===== src/rtl/apb_mc_pkg.sv =====
// Shared types and helpers for the multi-slave APB master.
package apb_mc_pkg;

  typedef enum logic [1:0] {
    IDLE   = 2'd0,
    SETUP  = 2'd1,
    ACCESS = 2'd2,
    RESP   = 2'd3
  } apbState_e;

  // Error cause encodings, kept for debug visibility.
  localparam logic [1:0] ERR_NONE = 2'd0;
  localparam logic [1:0] ERR_SLV  = 2'd1;
  localparam logic [1:0] ERR_DEC  = 2'd2;
  localparam logic [1:0] ERR_TMO  = 2'd3;

  // A single slave still needs one index bit.
  function automatic int calcSelW(input int slaves);
    return (slaves <= 1) ? 1 : $clog2(slaves);
  endfunction

endpackage


===== src/rtl/apb_rsp_mux.sv =====
// Combinational selection of the addressed slave's PREADY/PSLVERR/PRDATA.
module apb_rsp_mux #(
  parameter int DATA_WIDTH = 32,
  parameter int SLAVES_NUM = 4,
  parameter int SEL_W      = 2
) (
  input  logic [SEL_W-1:0]                 idx_i,
  input  logic [SLAVES_NUM-1:0]            pready_i,
  input  logic [SLAVES_NUM-1:0]            pslverr_i,
  input  logic [SLAVES_NUM*DATA_WIDTH-1:0] prdata_i,
  output logic                             ready_o,
  output logic                             err_o,
  output logic [DATA_WIDTH-1:0]            rdata_o
);

  // Compare-and-select keeps X on unselected slaves out of the result.
  always_comb begin
    ready_o = 1'b0;
    err_o   = 1'b0;
    rdata_o = '0;
    for (int i = 0; i < SLAVES_NUM; i++) begin
      if (idx_i == SEL_W'(i)) begin
        ready_o = pready_i[i];
        err_o   = pslverr_i[i];
        rdata_o = prdata_i[i*DATA_WIDTH +: DATA_WIDTH];
      end
    end
  end

endmodule


===== src/rtl/apb_master_mc.sv =====
// APB4 master: valid/ready command in, valid/ready response out, one-hot PSEL
// to up to SLAVES_NUM slaves with decode-error and timeout reporting.
module apb_master_mc
  import apb_mc_pkg::*;
#(
  parameter int ADDR_WIDTH = 32,
  parameter int DATA_WIDTH = 32,
  parameter int SLAVES_NUM = 4,
  parameter int SEL_W      = calcSelW(SLAVES_NUM),
  parameter int TIMEOUT    = 16
) (
  input  logic                             PCLK,
  input  logic                             PRESET,
  input  logic                             cmd_valid,
  output logic                             cmd_ready,
  input  logic                             cmd_write,
  input  logic [ADDR_WIDTH-1:0]            cmd_addr,
  input  logic [DATA_WIDTH-1:0]            cmd_wdata,
  input  logic [DATA_WIDTH/8-1:0]          cmd_strb,
  output logic                             rsp_valid,
  input  logic                             rsp_ready,
  output logic [DATA_WIDTH-1:0]            rsp_rdata,
  output logic                             rsp_err,
  output logic [SLAVES_NUM-1:0]            PSEL,
  output logic                             PENABLE,
  output logic [ADDR_WIDTH-1:0]            PADDR,
  output logic                             PWRITE,
  output logic [DATA_WIDTH-1:0]            PWDATA,
  output logic [DATA_WIDTH/8-1:0]          PSTRB,
  input  logic [SLAVES_NUM-1:0]            PREADY,
  input  logic [SLAVES_NUM*DATA_WIDTH-1:0] PRDATA,
  input  logic [SLAVES_NUM-1:0]            PSLVERR
);

  localparam int CNT_W = (TIMEOUT < 2) ? 1 : $clog2(TIMEOUT + 1);

  apbState_e                 state_q;
  logic [SEL_W-1:0]          idx_q;
  logic [CNT_W-1:0]          tmoCnt_q;
  logic [SLAVES_NUM-1:0]     psel_q;
  logic                      penable_q;
  logic [ADDR_WIDTH-1:0]     paddr_q;
  logic                      pwrite_q;
  logic [DATA_WIDTH-1:0]     pwdata_q;
  logic [DATA_WIDTH/8-1:0]   pstrb_q;
  logic                      rspValid_q;
  logic [DATA_WIDTH-1:0]     rspRdata_q;
  logic                      rspErr_q;

  logic [SEL_W-1:0]          cmdIdx_d;
  logic                      selReady;
  logic                      selErr;
  logic [DATA_WIDTH-1:0]     selRdata;

  assign cmdIdx_d  = cmd_addr[ADDR_WIDTH-1 -: SEL_W];
  assign cmd_ready = (state_q == IDLE) && !PRESET;

  assign PSEL      = psel_q;
  assign PENABLE   = penable_q;
  assign PADDR     = paddr_q;
  assign PWRITE    = pwrite_q;
  assign PWDATA    = pwdata_q;
  assign PSTRB     = pstrb_q;
  assign rsp_valid = rspValid_q;
  assign rsp_rdata = rspRdata_q;
  assign rsp_err   = rspErr_q;

  apb_rsp_mux #(
    .DATA_WIDTH (DATA_WIDTH),
    .SLAVES_NUM (SLAVES_NUM),
    .SEL_W      (SEL_W)
  ) u_rspMux (
    .idx_i     (idx_q),
    .pready_i  (PREADY),
    .pslverr_i (PSLVERR),
    .prdata_i  (PRDATA),
    .ready_o   (selReady),
    .err_o     (selErr),
    .rdata_o   (selRdata)
  );

  always_ff @(posedge PCLK) begin
    if (PRESET) begin
      state_q    <= IDLE;
      idx_q      <= '0;
      tmoCnt_q   <= '0;
      psel_q     <= '0;
      penable_q  <= 1'b0;
      paddr_q    <= '0;
      pwrite_q   <= 1'b0;
      pwdata_q   <= '0;
      pstrb_q    <= '0;
      rspValid_q <= 1'b0;
      rspRdata_q <= '0;
      rspErr_q   <= 1'b0;
    end else begin
      case (state_q)
        IDLE: begin
          if (cmd_valid) begin
            paddr_q  <= cmd_addr;
            pwrite_q <= cmd_write;
            pwdata_q <= cmd_wdata;
            pstrb_q  <= cmd_write ? cmd_strb : '0;
            idx_q    <= cmdIdx_d;
            tmoCnt_q <= '0;
            if (int'(cmdIdx_d) < SLAVES_NUM) begin
              psel_q  <= SLAVES_NUM'(1) << cmdIdx_d;
              state_q <= SETUP;
            end else begin
              // Unmapped slave index: answer with an error, bus stays idle.
              rspErr_q   <= 1'b1;
              rspRdata_q <= '0;
              rspValid_q <= 1'b1;
              state_q    <= RESP;
            end
          end
        end
        SETUP: begin
          penable_q <= 1'b1;
          state_q   <= ACCESS;
        end
        ACCESS: begin
          // PREADY has priority over a timeout landing in the same cycle.
          if (selReady) begin
            rspErr_q   <= selErr;
            rspRdata_q <= (!pwrite_q && !selErr) ? selRdata : '0;
            psel_q     <= '0;
            penable_q  <= 1'b0;
            rspValid_q <= 1'b1;
            tmoCnt_q   <= '0;
            state_q    <= RESP;
          end else if ((TIMEOUT != 0) && (tmoCnt_q == CNT_W'(TIMEOUT - 1))) begin
            rspErr_q   <= 1'b1;
            rspRdata_q <= '0;
            psel_q     <= '0;
            penable_q  <= 1'b0;
            rspValid_q <= 1'b1;
            tmoCnt_q   <= '0;
            state_q    <= RESP;
          end else begin
            tmoCnt_q <= tmoCnt_q + CNT_W'(1);
          end
        end
        RESP: begin
          if (rsp_ready) begin
            rspValid_q <= 1'b0;
            state_q    <= IDLE;
          end
        end
        default: state_q <= IDLE;
      endcase
    end
  end

endmodule


===== config.mk =====
export PLATFORM = sky130hd
export DESIGN_NAME = apb_master_mc
export DESIGN_NICKNAME = d
export VERILOG_FILES = /design/src/rtl/apb_mc_pkg.sv /design/src/rtl/apb_rsp_mux.sv /design/src/rtl/apb_master_mc.sv
export SDC_FILE = /design/constraint.sdc
export NUM_CORES = 1
export LEC_CHECK = 0
export ABC_CLOCK_PERIOD_IN_PS = 2480
export CAP_MARGIN = 10
export CORE_ASPECT_RATIO = 0.5
export CORE_MARGIN = 2
export CORE_UTILIZATION = 25
export CTS_CLUSTER_DIAMETER = 100
export CTS_CLUSTER_SIZE = 16
export DETAILED_ROUTE_END_ITERATION = 6
export PLACE_DENSITY = 0.58
export SLEW_MARGIN = 20
export SYNTH_ARGS = -nofsm -noshare
export SYNTH_HDL_FRONTEND = slang
export SYNTH_SLANG_ARGS = --single-unit

===== constraint.sdc =====
create_clock -name PCLK -period 2.48 [get_ports PCLK]
set_input_delay 0.372 -clock PCLK [delete_from_list [all_inputs] [get_ports PCLK]]
set_output_delay 0.372 -clock PCLK [all_outputs]
set_load 0.005 [all_outputs]

==> summary.md, run 1 <==
| Metric | Value |
|---|---|
| M2 GR Usage | `30.3%` |
| Worst IR Drop VDD | `0.513 mV` |
| Number of fill cells in the layout | `1824` |
| Initial DRC count | `208` |
| Synthesized area | `4860 um2` |
| Max-slew violations | `0` |
| Mapped Nets | `717` |
| Die width | `201 um` |
| Crit share post-route | `88.4%` |
| Worst slew pin tran | `730 ps` |
| Synthesis-to-layout area growth | `84.6%` |
| Number of enable flip-flop cells after synthesis | `0` |
| Clock transition at path regs | `50 ps` |
| Initial core utilization | `26.0%` |
| Setup crit start kind | `register` |
| # setup viols final | `0` |
| CP required | `2110 ps` |
| CP max FO | `5` |
| Antenna cells | `0` |
| Critical setup path kind | `reg2out` |
| CP bufs+invs | `2` |
| Layout cell share with drive strength beyond 1 | `10.8%` |
| Grt ovf | `0` |
| Post-synth ARST share | `0%` |
| LEAKAGE | `3.17 nW` |
| Row count | `35` |
| Non-Filler Instances | `1081` |
| Sinks on Clock Net | `115` |
| Post-CTS Setup Repair Bufs | `0` |
| Pin count of the biggest net entering global routing | `46` |
| Fmax | `0.456 GHz` |
| Clk Latency, worst-skew pair | `400 ps` |
| Worst hold path class | `in2reg` |
| Hold violation count in the final report | `0` |
| #FFs+latches synth | `115` |
| Routed Wire Length | `17600 um` |
| Root buf cell | `clkbuf_16` |
| Initial antenna violation count | `0` |
| Via count | `4898` |
| Vias in the first global route | `5042` |
| Most frequent cells in the layout | `clkdlybuf4s50_1, nand2_1, dfxtp_1, a21oi_1, mux4_2` |
| Core ar. | `18700 um2` |
| Power Density | `805 nW/um2` |
| CTS tree | `built` |
| Grt met3 use | `3.82%` |
| Kind of cell adding the most delay to the critical path | `buffers and inverters` |
| Worst setup EP type | `output port` |
| Die ar. | `20700 um2` |
| # hold bufs at CTS | `0` |
| DP HPWL | `13500 um` |
| MaxCap Viol Count | `0` |
| Die Y | `103 um` |
| Post-synthesis cell count | `502` |
| # DRC | `0` |
| Post-Route Utilization | `47.9%` |
| Total chip power | `7.23 mW` |
| TritonRoute pass-1 iters | `7` |
| Port bufs | `317` |
| Crit-path max cell delay | `540 ps` |
| Htree depth | `4` |
| Synth unique cells | `30` |
| Critical path arrival | `1820 ps` |
| Post-cts sizing count | `0` |
| Nets@finish | `1024` |
| Relative slew margins | `51.2%` |
| RSZ-0062 raised after global routing | `false` |
| CTS max path bufs | `2` |
| Met1 usage | `19.4%` |
| Number of CTS-inserted buffers | `17` |
| CP cell instances | `inv_1 > ha_1 > nor2b_1 > clkdlybuf4s50_1` |
| WL per Instance | `16.3 um` |
| Gr busiest metal | `met2` |
| Clock skew | `9.30 ps` |
| Ys Warns | `0` |
| DP Cell Count | `1049` |
| Leading register cell type out of synthesis | `dfxtp_1` |
| Commonest non-fill, non-tap cell in the layout | `clkdlybuf4s50_1` |
| GRT Total Usage | `16.5%` |
| First-pass GRT wire length | `26800 um` |
| Post-synthesis sequential area ratio | `47.3%` |
| DR vias/cell | `4.53` |
| Slowest CP cell | `clkdlybuf4s50_1` |
| Status | `finished clean` |
| Crit path time final | `2190 ps` |
| Ports | `318` |
| ANT nets after route | `0` |
| Syn Area/Cell | `9.69 um2` |
| Gpl congestion | `0.796` |
## stage by stage
step	TNS, ps	hold WS [ps]	setup WS (ps)	instance area, um2
floorplan	0	448	530	4860
global placement	-7730	439	-248	8310
detailed placement	-10.8	444	-9.86	8330
CTS	0	428	229	8980
global route	0	468	116	8980
finish	0	446	288	8980
## logic make-up after synthesis
group / synth area share [%]
mux: 15.9
xor+xnor: 0.180
flops: 47.3
compound gates: 15.9
simple gates: 15.3
fa+ha+maj: 1.54
buf+inv: 3.78
## power by group
group          total [mW]  switching [mW]  internal, mW
Clock                2.70           0.905          1.80
Sequential           2.26           0.144          2.11
Combinational        2.27            1.05          1.22
Total                7.23            2.09          5.14
## worst register-to-register path, stage by stage (launching register included)
cell and delay [ps]:
dfxtp_2 380, mux4_2 550, nor3b_4 630, buf_8 250
a32o_1 180
## final cells by class
class,instances,area (um2),area share [%]
well taps,259,324,3.61
clock buffers,18,429,4.78
flip-flops and latches,115,2300,25.7
repair buffers,331,3290,36.7
clock inverters,14,226,2.52
multi-input cells,341,2390,26.6
inverters,3,11.3,0.125
## synthesized netlist by cell type, types with 2 or more instances
library cell | instances | area, um2
nor3b_1 | 2 | 15.0
nand2b_1 | 4 | 25.0
nor2b_1 | 2 | 12.5
inv_1 | 3 | 11.3
nor2_1 | 8 | 30.0
clkbuf_1 | 32 | 120
mux4_2 | 34 | 766
a32o_1 | 31 | 310
nand3_1 | 9 | 45.0
o21ai_0 | 7 | 35.0
and2_1 | 2 | 12.5
dfxtp_1 | 115 | 2300
buf_2 | 3 | 15.0
nor3_1 | 7 | 35.0
a21oi_1 | 79 | 395
nand2_1 | 139 | 522
buf_1 | 7 | 26.3
ha_1 | 6 | 75.1
## worst paths after layout
check             startpoint       endpoint  slack, ps  cells past startpoint
setup / recovery  state_q[0]      cmd_ready        290                      4
hold reg to reg     PSTRB[3]       PSTRB[3]        450                      2
setup reg to reg    idx_q[0]  rsp_rdata[16]        420                      4
hold / removal        PRESET  rsp_rdata[31]        450                      4
## routing by layer
| layer | part of all wire (%) | routed length, um |
|---|---|---|
| met5 | 0 | 0 |
| met1 | 42 | 7380 |
| met2 | 52 | 9160 |
| met3 | 5.0 | 888 |
| met4 | 1.2 | 211 |
## flip-flops by register name, indices dropped and copies added, names as in the netlist
signal,cells
PENABLE,1
PSTRB,4
rsp_err,1
PWDATA,32
PSEL,4
PADDR,31
rsp_valid,1
tmoCnt_q,5
state_q,2
rsp_rdata,32
idx_q,1
PWRITE,1
(Power assumes the default switching activity.)
==> run 2: changes to the inputs <==
CTS_CLUSTER_DIAMETER = default   (was 100)
==> results of run 2 <==
Final layout, timing and power as in run 1 (identical DEF).
